===== src/rtl/gbe_stats_pkg.sv =====
// Shared types and defaults for the gbe TX/RX statistics blocks.
// Optional build macro used by gbe_stats_ctr: GBE_TX_STATS_SAT_EN.
package gbe_stats_pkg;

  localparam int GBE_CTR_WIDTH       = 32;
  localparam int GBE_MAX_FRAME_WORDS = 1125;

  typedef enum logic [1:0] {
    ST_IDLE     = 2'd0,
    ST_IN_FRAME = 2'd1,
    ST_OVERSIZE = 2'd2
  } tx_frm_state_t;

endpackage


===== src/rtl/gbe_stats_ctr.sv =====
// Generic event counter for the gbe stats blocks; synchronous clear wins over increment.
// Macro GBE_TX_STATS_SAT_EN: saturate at all-ones instead of wrapping.
module gbe_stats_ctr #(
  parameter int CTR_WIDTH = 32
) (
  input  logic                 clk,
  input  logic                 rst,
  input  logic                 clr,
  input  logic                 inc,
  output logic [CTR_WIDTH-1:0] cnt
);

  always_ff @(posedge clk or posedge rst) begin
    if (rst)
      cnt <= '0;
    else if (clr)
      cnt <= '0;
    else if (inc) begin
`ifdef GBE_TX_STATS_SAT_EN
      if (cnt != {CTR_WIDTH{1'b1}})
        cnt <= cnt + CTR_WIDTH'(1);
`else
      cnt <= cnt + CTR_WIDTH'(1);
`endif
    end
  end

endmodule


===== src/rtl/gbe_tx_stats_ctr.sv =====
// Per-port TX statistics: valid words, good/oversize frames, overflow edges, last frame length.
// Macro GBE_TX_STATS_SAT_EN selects saturating counters (see gbe_stats_ctr).
module gbe_tx_stats_ctr
  import gbe_stats_pkg::*;
#(
  parameter int CTR_WIDTH       = GBE_CTR_WIDTH,
  parameter int LEN_WIDTH       = 16,
  parameter int MAX_FRAME_WORDS = GBE_MAX_FRAME_WORDS
) (
  input  logic                 user_clk,
  input  logic                 user_rst,
  input  logic                 ctr_clr,
  input  logic                 tx_valid,
  input  logic                 tx_end_of_frame,
  input  logic                 tx_overflow,
  output logic [CTR_WIDTH-1:0] txvldctr,
  output logic [CTR_WIDTH-1:0] txeofctr,
  output logic [CTR_WIDTH-1:0] txerrctr,
  output logic [CTR_WIDTH-1:0] txofctr,
  output logic [LEN_WIDTH-1:0] frame_len,
  output logic                 frame_active
);

  // One extra bit so len+1 at the limit can be compared without wrapping.
  localparam logic [LEN_WIDTH:0] MAX_W = (LEN_WIDTH+1)'(MAX_FRAME_WORDS);

  tx_frm_state_t        state, state_nxt;
  logic [LEN_WIDTH-1:0] len, len_nxt;
  logic [LEN_WIDTH:0]   len_inc;
  logic                 oversz, eof_inc, err_inc, of_hist, of_inc;

  always_comb begin
    state_nxt = state;
    len_nxt   = len;
    eof_inc   = 1'b0;
    err_inc   = 1'b0;
    len_inc   = {1'b0, len} + (LEN_WIDTH+1)'(1);
    oversz    = (len_inc > MAX_W);
    if (tx_valid) begin
      case (state)
        ST_IDLE:
          if (tx_end_of_frame) eof_inc = 1'b1;
          else begin
            len_nxt   = LEN_WIDTH'(1);
            state_nxt = ST_IN_FRAME;
          end
        ST_IN_FRAME:
          if (oversz) begin
            err_inc   = 1'b1;
            state_nxt = ST_OVERSIZE;
          end else if (tx_end_of_frame) begin
            eof_inc   = 1'b1;
            state_nxt = ST_IDLE;
          end else
            len_nxt = len_inc[LEN_WIDTH-1:0];
        ST_OVERSIZE:
          if (tx_end_of_frame) state_nxt = ST_IDLE;
        default: state_nxt = ST_IDLE;
      endcase
    end
  end

  // FSM and len ignore ctr_clr so a frame spanning a clear still completes.
  always_ff @(posedge user_clk or posedge user_rst) begin
    if (user_rst) begin
      state        <= ST_IDLE;
      len          <= '0;
      frame_active <= 1'b0;
      of_hist      <= 1'b0;
    end else begin
      state        <= state_nxt;
      len          <= len_nxt;
      frame_active <= (state_nxt != ST_IDLE);
      of_hist      <= tx_overflow;
    end
  end

  always_ff @(posedge user_clk or posedge user_rst) begin
    if (user_rst)
      frame_len <= '0;
    else if (ctr_clr)
      frame_len <= '0;
    else if (eof_inc)
      frame_len <= (state == ST_IDLE) ? LEN_WIDTH'(1) : len_inc[LEN_WIDTH-1:0];
  end

  assign of_inc = tx_overflow & ~of_hist;

  gbe_stats_ctr #(.CTR_WIDTH(CTR_WIDTH)) u_vld_ctr (
    .clk(user_clk), .rst(user_rst), .clr(ctr_clr), .inc(tx_valid), .cnt(txvldctr));
  gbe_stats_ctr #(.CTR_WIDTH(CTR_WIDTH)) u_eof_ctr (
    .clk(user_clk), .rst(user_rst), .clr(ctr_clr), .inc(eof_inc), .cnt(txeofctr));
  gbe_stats_ctr #(.CTR_WIDTH(CTR_WIDTH)) u_err_ctr (
    .clk(user_clk), .rst(user_rst), .clr(ctr_clr), .inc(err_inc), .cnt(txerrctr));
  gbe_stats_ctr #(.CTR_WIDTH(CTR_WIDTH)) u_of_ctr (
    .clk(user_clk), .rst(user_rst), .clr(ctr_clr), .inc(of_inc), .cnt(txofctr));

endmodule


===== config.mk =====
export PLATFORM = sky130hd
export DESIGN_NAME = gbe_tx_stats_ctr
export DESIGN_NICKNAME = d
export VERILOG_FILES = /design/src/rtl/gbe_stats_pkg.sv /design/src/rtl/gbe_stats_ctr.sv /design/src/rtl/gbe_tx_stats_ctr.sv
export SDC_FILE = /design/constraint.sdc
export NUM_CORES = 1
export LEC_CHECK = 0
export ABC_CLOCK_PERIOD_IN_PS = 6800
export BUFFER_PORTS_ARGS = -buffer_cell sky130_fd_sc_hd__buf_2
export CORE_ASPECT_RATIO = 0.8
export CORE_UTILIZATION = 25
export CTS_BUF_LIST = sky130_fd_sc_hd__clkbuf_4 sky130_fd_sc_hd__clkbuf_8
export CTS_CLUSTER_DIAMETER = 200
export DETAILED_ROUTE_END_ITERATION = 8
export PLACE_DENSITY = 0.41
export RECOVER_POWER = 50
export SLEW_MARGIN = 20
export SYNTH_ARGS = -nofsm -noshare
export SYNTH_HDL_FRONTEND = slang
export SYNTH_SLANG_ARGS = --single-unit

===== constraint.sdc =====
create_clock -name user_clk -period 6.8 [get_ports user_clk]
set_input_delay 1.02 -clock user_clk [delete_from_list [all_inputs] [get_ports user_clk]]
set_output_delay 1.02 -clock user_clk [all_outputs]
set_load 0.005 [all_outputs]

Yosys cells after proc, flatten, opt, wreduce, memory -nomap -nowiden --
Index checks and enable logic that the tools add are counted. W data, S select, Z words.
Word-level totals: bits in registers 164, bits in latches 0, memory bits (writable) 0, ROM bits 0, bits of input ports 6, output and inout bits 145, word-level logic and storage cells 57, memories kept 0
Operators by class: add/sub/neg operators 5, $mul 0, div/mod/pow operators 0, magnitude comparators 1, equality and inequality tests 5, shift-type cells 0, muxes and demuxes 27, bitwise operators 2, reduce and logical (&&, ||, !) cells 8
Operators with widths (count):
- $mux W32 | 8
- $add A32 B1 Y32 const B | 4
- $mux W16 | 6
- $pmux W16 S2 | 1
- $add A16 B1 Y17 const B | 1
- $gt A17 B11 Y1 const B | 1
- $reduce_bool A2 Y1 | 6
- $mux W2 | 4
- $mux W1 | 6
- $ne A2 B2 Y1 const B | 3
- $pmux W2 S3 | 1
- $reduce_and A5 Y1 | 1
- $eq A2 B1 Y1 const B | 1
- $eq A2 B2 Y1 const B | 1
- $logic_not A2 Y1 | 1
- $pmux W1 S2 | 1
- $and A1 B1 Y1 | 1
- $not A1 Y1 | 1

Longest topological paths before layout --
word-level depth 7, gate-level depth with buffers 12, mapped depth without buffers 9

By module --
From an unflattened synthesis, not the netlist that was laid out.
Unflattened totals: cells, all modules 933, area total of the unflattened synthesis 8994.9 µm²
By module, submodules not included:
- gbe_stats_ctr | instances 4, cells each 184, area an instance 1749.2 µm², sequential area each 800.8 µm²
- gbe_tx_stats_ctr | instances 1, cells each 197, area an instance 1998.2 µm², sequential area each 900.9 µm²

Worst setup path before layout --
No wires, ideal clock.
path kind input -> register, from in tx_valid, to reg u_vld_ctr.cnt[29], library setup time 0.078 ns, data arrival time 2.896 ns, data required time 6.722 ns, slack 3.826 ns, stages on the path 7, path buffers 1, cells stage by stage buf_4 nand4_1 or4_1 nor4_4 nand2_1 or3_1 a21oi_1
Between the ends: longest elaborated chain between the ends 1
RTL lines:
- start: declaration | RTL line gbe_tx_stats_ctr.sv:13 | input logic tx_valid,
- $reduce_bool A2 Y1 (no line)
- end signal: assignment | RTL line gbe_stats_ctr.sv:23 | cnt <= cnt + CTR_WIDTH'(1);
- end: declaration | RTL line gbe_stats_ctr.sv:10 | output logic [CTR_WIDTH-1:0] cnt
No other way between the ends. A chain may end at the register's enable or synchronous reset.

Final worst setup path --
from reg len[0], to reg frame_len[15]
Between the ends: longest elaborated chain between the ends 6, elaborated cells between the ends (all ways) 9, classes of those cells 1 x add/sub; 1 x order compare; 6 x mux; 1 x reduce/logical
RTL lines:
- start: declaration | RTL line gbe_tx_stats_ctr.sv:28 | logic [LEN_WIDTH-1:0] len, len_nxt;
- start signal: assignment | RTL line gbe_tx_stats_ctr.sv:72 | len <= len_nxt;
- $add A16 B1 Y17 * | RTL line gbe_tx_stats_ctr.sv:37 | len_inc = {1'b0, len} + (LEN_WIDTH+1)'(1);
- $gt A17 B11 Y1 | RTL line gbe_tx_stats_ctr.sv:38 | oversz = (len_inc > MAX_W);
- $mux W1 | RTL line gbe_tx_stats_ctr.sv:48 | if (oversz) begin
- $pmux W1 S2 | RTL line gbe_tx_stats_ctr.sv:40 | case (state)
- $mux W1 | RTL line gbe_tx_stats_ctr.sv:39 | if (tx_valid) begin
- $reduce_bool A2 Y1 (no line)
- end signal: assignment | RTL line gbe_tx_stats_ctr.sv:84 | frame_len <= (state == ST_IDLE) ? LEN_WIDTH'(1) : len_inc[LEN_WIDTH-1:0];
- end: declaration | RTL line gbe_tx_stats_ctr.sv:20 | output logic [LEN_WIDTH-1:0] frame_len,
Every way passes the cells marked *; elsewhere a longest branch is shown, timed or not. The select of a mux whose other input is x is not followed.

==> reports/metrics.csv <==
metric,value,unit
worst slew pin tran,2.46,ns
Syn Std Cell Area,8500,um2
CP Launch Type,flip-flop,
Final Hold Fails,0,
"Slew Viols, Final",54,
Min Hold Slack,0.495,ns
Via Count,7172,
number of global-route vias before repair,6891,
share of cells above drive strength 1,0.170,
FP Rows,60,
postcts setup bufs,0,
syn_nets,912,
Die Ht,167,um
die area,34800,um2
CTS Hold Bufs,0,
Max transition margin,-0.648,
first-pass GRT wire length,38900,um
fin util,0.298,
setup TNS,0,ns
leakage,0.00425,uW
GR Util All Layers,0.141,
chip width,208,um
Max Cap Viol,1,
Final Critical Period,3.37,ns
R2R Path End,frame_len[15],
Ports,151,
GRT overflow,0,
Num CTS Buffers,17,
hold path endpoint,frame_len[12],
asr flop ratio synth,1.00,
Pwr Density,188,nW/um2
Hold Path Class,reg -> reg,
failing checks,"max-capacitance violations, max-slew violations",
part of the cycle the worst path needs,0.496,
FF-to-FF setup slack,3.43,ns
CTS tree,done,
initial antenna violation count,0,
CTS H-tree depth,4,
post-route ant nets,0,
drt first pass iters,5,
CP endpoint kind,flip-flop,
CTS root buf,clkbuf_8,
"Seq/Total Area, Yosys",0.483,
wire length per cell,16.2,um
top_reg_cell synth,dfrtp_1,
drt drc,0,
vias per inst,4.86,
post-CTS resize count,0,
Total Power,1880,uW
GP Congestion,0.718,
"Distinct cells, synth",59,
reg2reg path depth,9,
clk_lat worst skew,0.47,ns
Clock transition at path regs,0.09,ns
DRT Wirelength,23800,um
maximum root-to-sink buffer count,2,
synthesized netlist cell count,900,
final setup fails,0,
crit-path max FO,22,
most frequent cells in the layout,"164 x dfrtp_1, 115 x buf_2, 94 x nor2_1",
Mapped Avg Cell Area,9.45,um2
status,"finished, violations left",
Yosys reg bits,164,
RSZ-0062 raised after global routing,false,
Synthesis Warnings,0,
Worst EP required,7.19,ns
Sink Count,164,
Std-Cell Core Area,33600,um2
Post-synth EDFFs,0,
largest net degree at the start of global routing,81,
hold path depth,1,
"most common cell after layout, fill and taps aside",dfrtp_1,
f_max,297,MHz
min-delay src,frame_len[12],
Setup Crit Path Kind,reg -> reg,
starting density of the core,0.253,
number of port buffers,150,
maximum vdd drop,0.0000973,V
Worst R2R Start,len[0],
Antenna Cells,0,
CP arrival,3.76,ns
Starting DRT DRC Count,389,
synth-to-layout area growth,17.8,%
Layout Nets,1040,
Worst Skew,0.0237,ns
post-detail-place hpwl,15900,um
## power breakdown
part           total [uW]  switching [uW]  internal, uW
registers            1010            20.8           985
clock network         766             415           351
logic                 111            77.8          33.1
total                1880             513          1370
## cell usage after synthesis, types with 15 or more instances
master    count  area share
and3_1       17       0.013
xnor2_1      27       0.028
nand2_1      59       0.026
clkbuf_1     28       0.012
and2_1       15       0.011
xor2_1       39       0.040
o21ai_0      44       0.026
nand3_1      46       0.027
or4_1        33       0.029
nor2_1       94       0.042
dfrtp_1     164        0.48
or3_1        32       0.024
o31ai_1      49       0.043
a21oi_1      66       0.039
nand4_1      27       0.020
inv_1        33       0.015
## area by class of cell
class                   instances  area [um2]
fillers                      3527       23500
inverters                      33         125
clock inverters                13         148
well taps                     434         543
repair buffers                159         782
clock buffers                  19         262
flip-flops and latches        164        4100
multi-input cells             653        4050
## metal layers
metal / vias up / track usage / wire [um]
li1: 3493 / - / -
met1: 3560 / 0.203 / 12200
met2: 106 / 0.211 / 10700
met3: 13 / 0.0305 / 764
met4: 0 / 0.0357 / 194
met5: - / 0 / 0
## kinds of logic (layout without fill, tap and decap cells)
logic type | after synthesis | count (layout) | synth area share
AND/OR/NAND/NOR | 385 | 385 | 0.246
AO/OA/AOI/OAI | 186 | 186 | 0.139
flip-flops | 164 | 164 | 0.483
buffers and inverters | 83 | 224 | 0.0433
XOR/XNOR | 66 | 66 | 0.0680
multiplexers | 10 | 10 | 0.0125
adder cells (fa/ha/maj) | 6 | 6 | 0.00883
## worst max-delay path, stage by stage, from the launching register on
cell      delay, ns
dfrtp_1        0.53
ha_1           0.44
and3_1         0.35
and3_1         0.23
o221ai_1       0.18
o31a_1         0.41
o221ai_2       0.41
buf_4          0.35
and2b_1        0.24
and2_1         0.15
## how the worst max path moves through the flow
stage / start / end / cells past startpoint
CTS: len[0] / frame_len[15] / 9
floorplan: user_rst / frame_active / 1
global placement: tx_valid / u_eof_ctr.cnt[30] / 7
finish: len[0] / frame_len[15] / 9
detailed placement: tx_valid / u_eof_ctr.cnt[16] / 7
global route: len[0] / frame_len[15] / 9
## metrics by stage
stage	cell area [um2]	setup slack, ns	cells
5_1_grt	10000	3.14	1475
4_1_cts	10000	3.40	1474
3_5_place_dp	9640	3.21	1442
6_report	10000	3.43	1475
3_3_place_gp	9640	3.35	1442
2_1_floorplan	8500	1.35	900
## sequential cells by signal, summed over array words and instances (netlist names), 2 cells and up
name	flops
frame_len	16
len	16
state	2
u_eof_ctr.cnt	32
u_err_ctr.cnt	32
u_of_ctr.cnt	32
u_vld_ctr.cnt	32
Note: power is estimated with default switching activity, not from simulation.
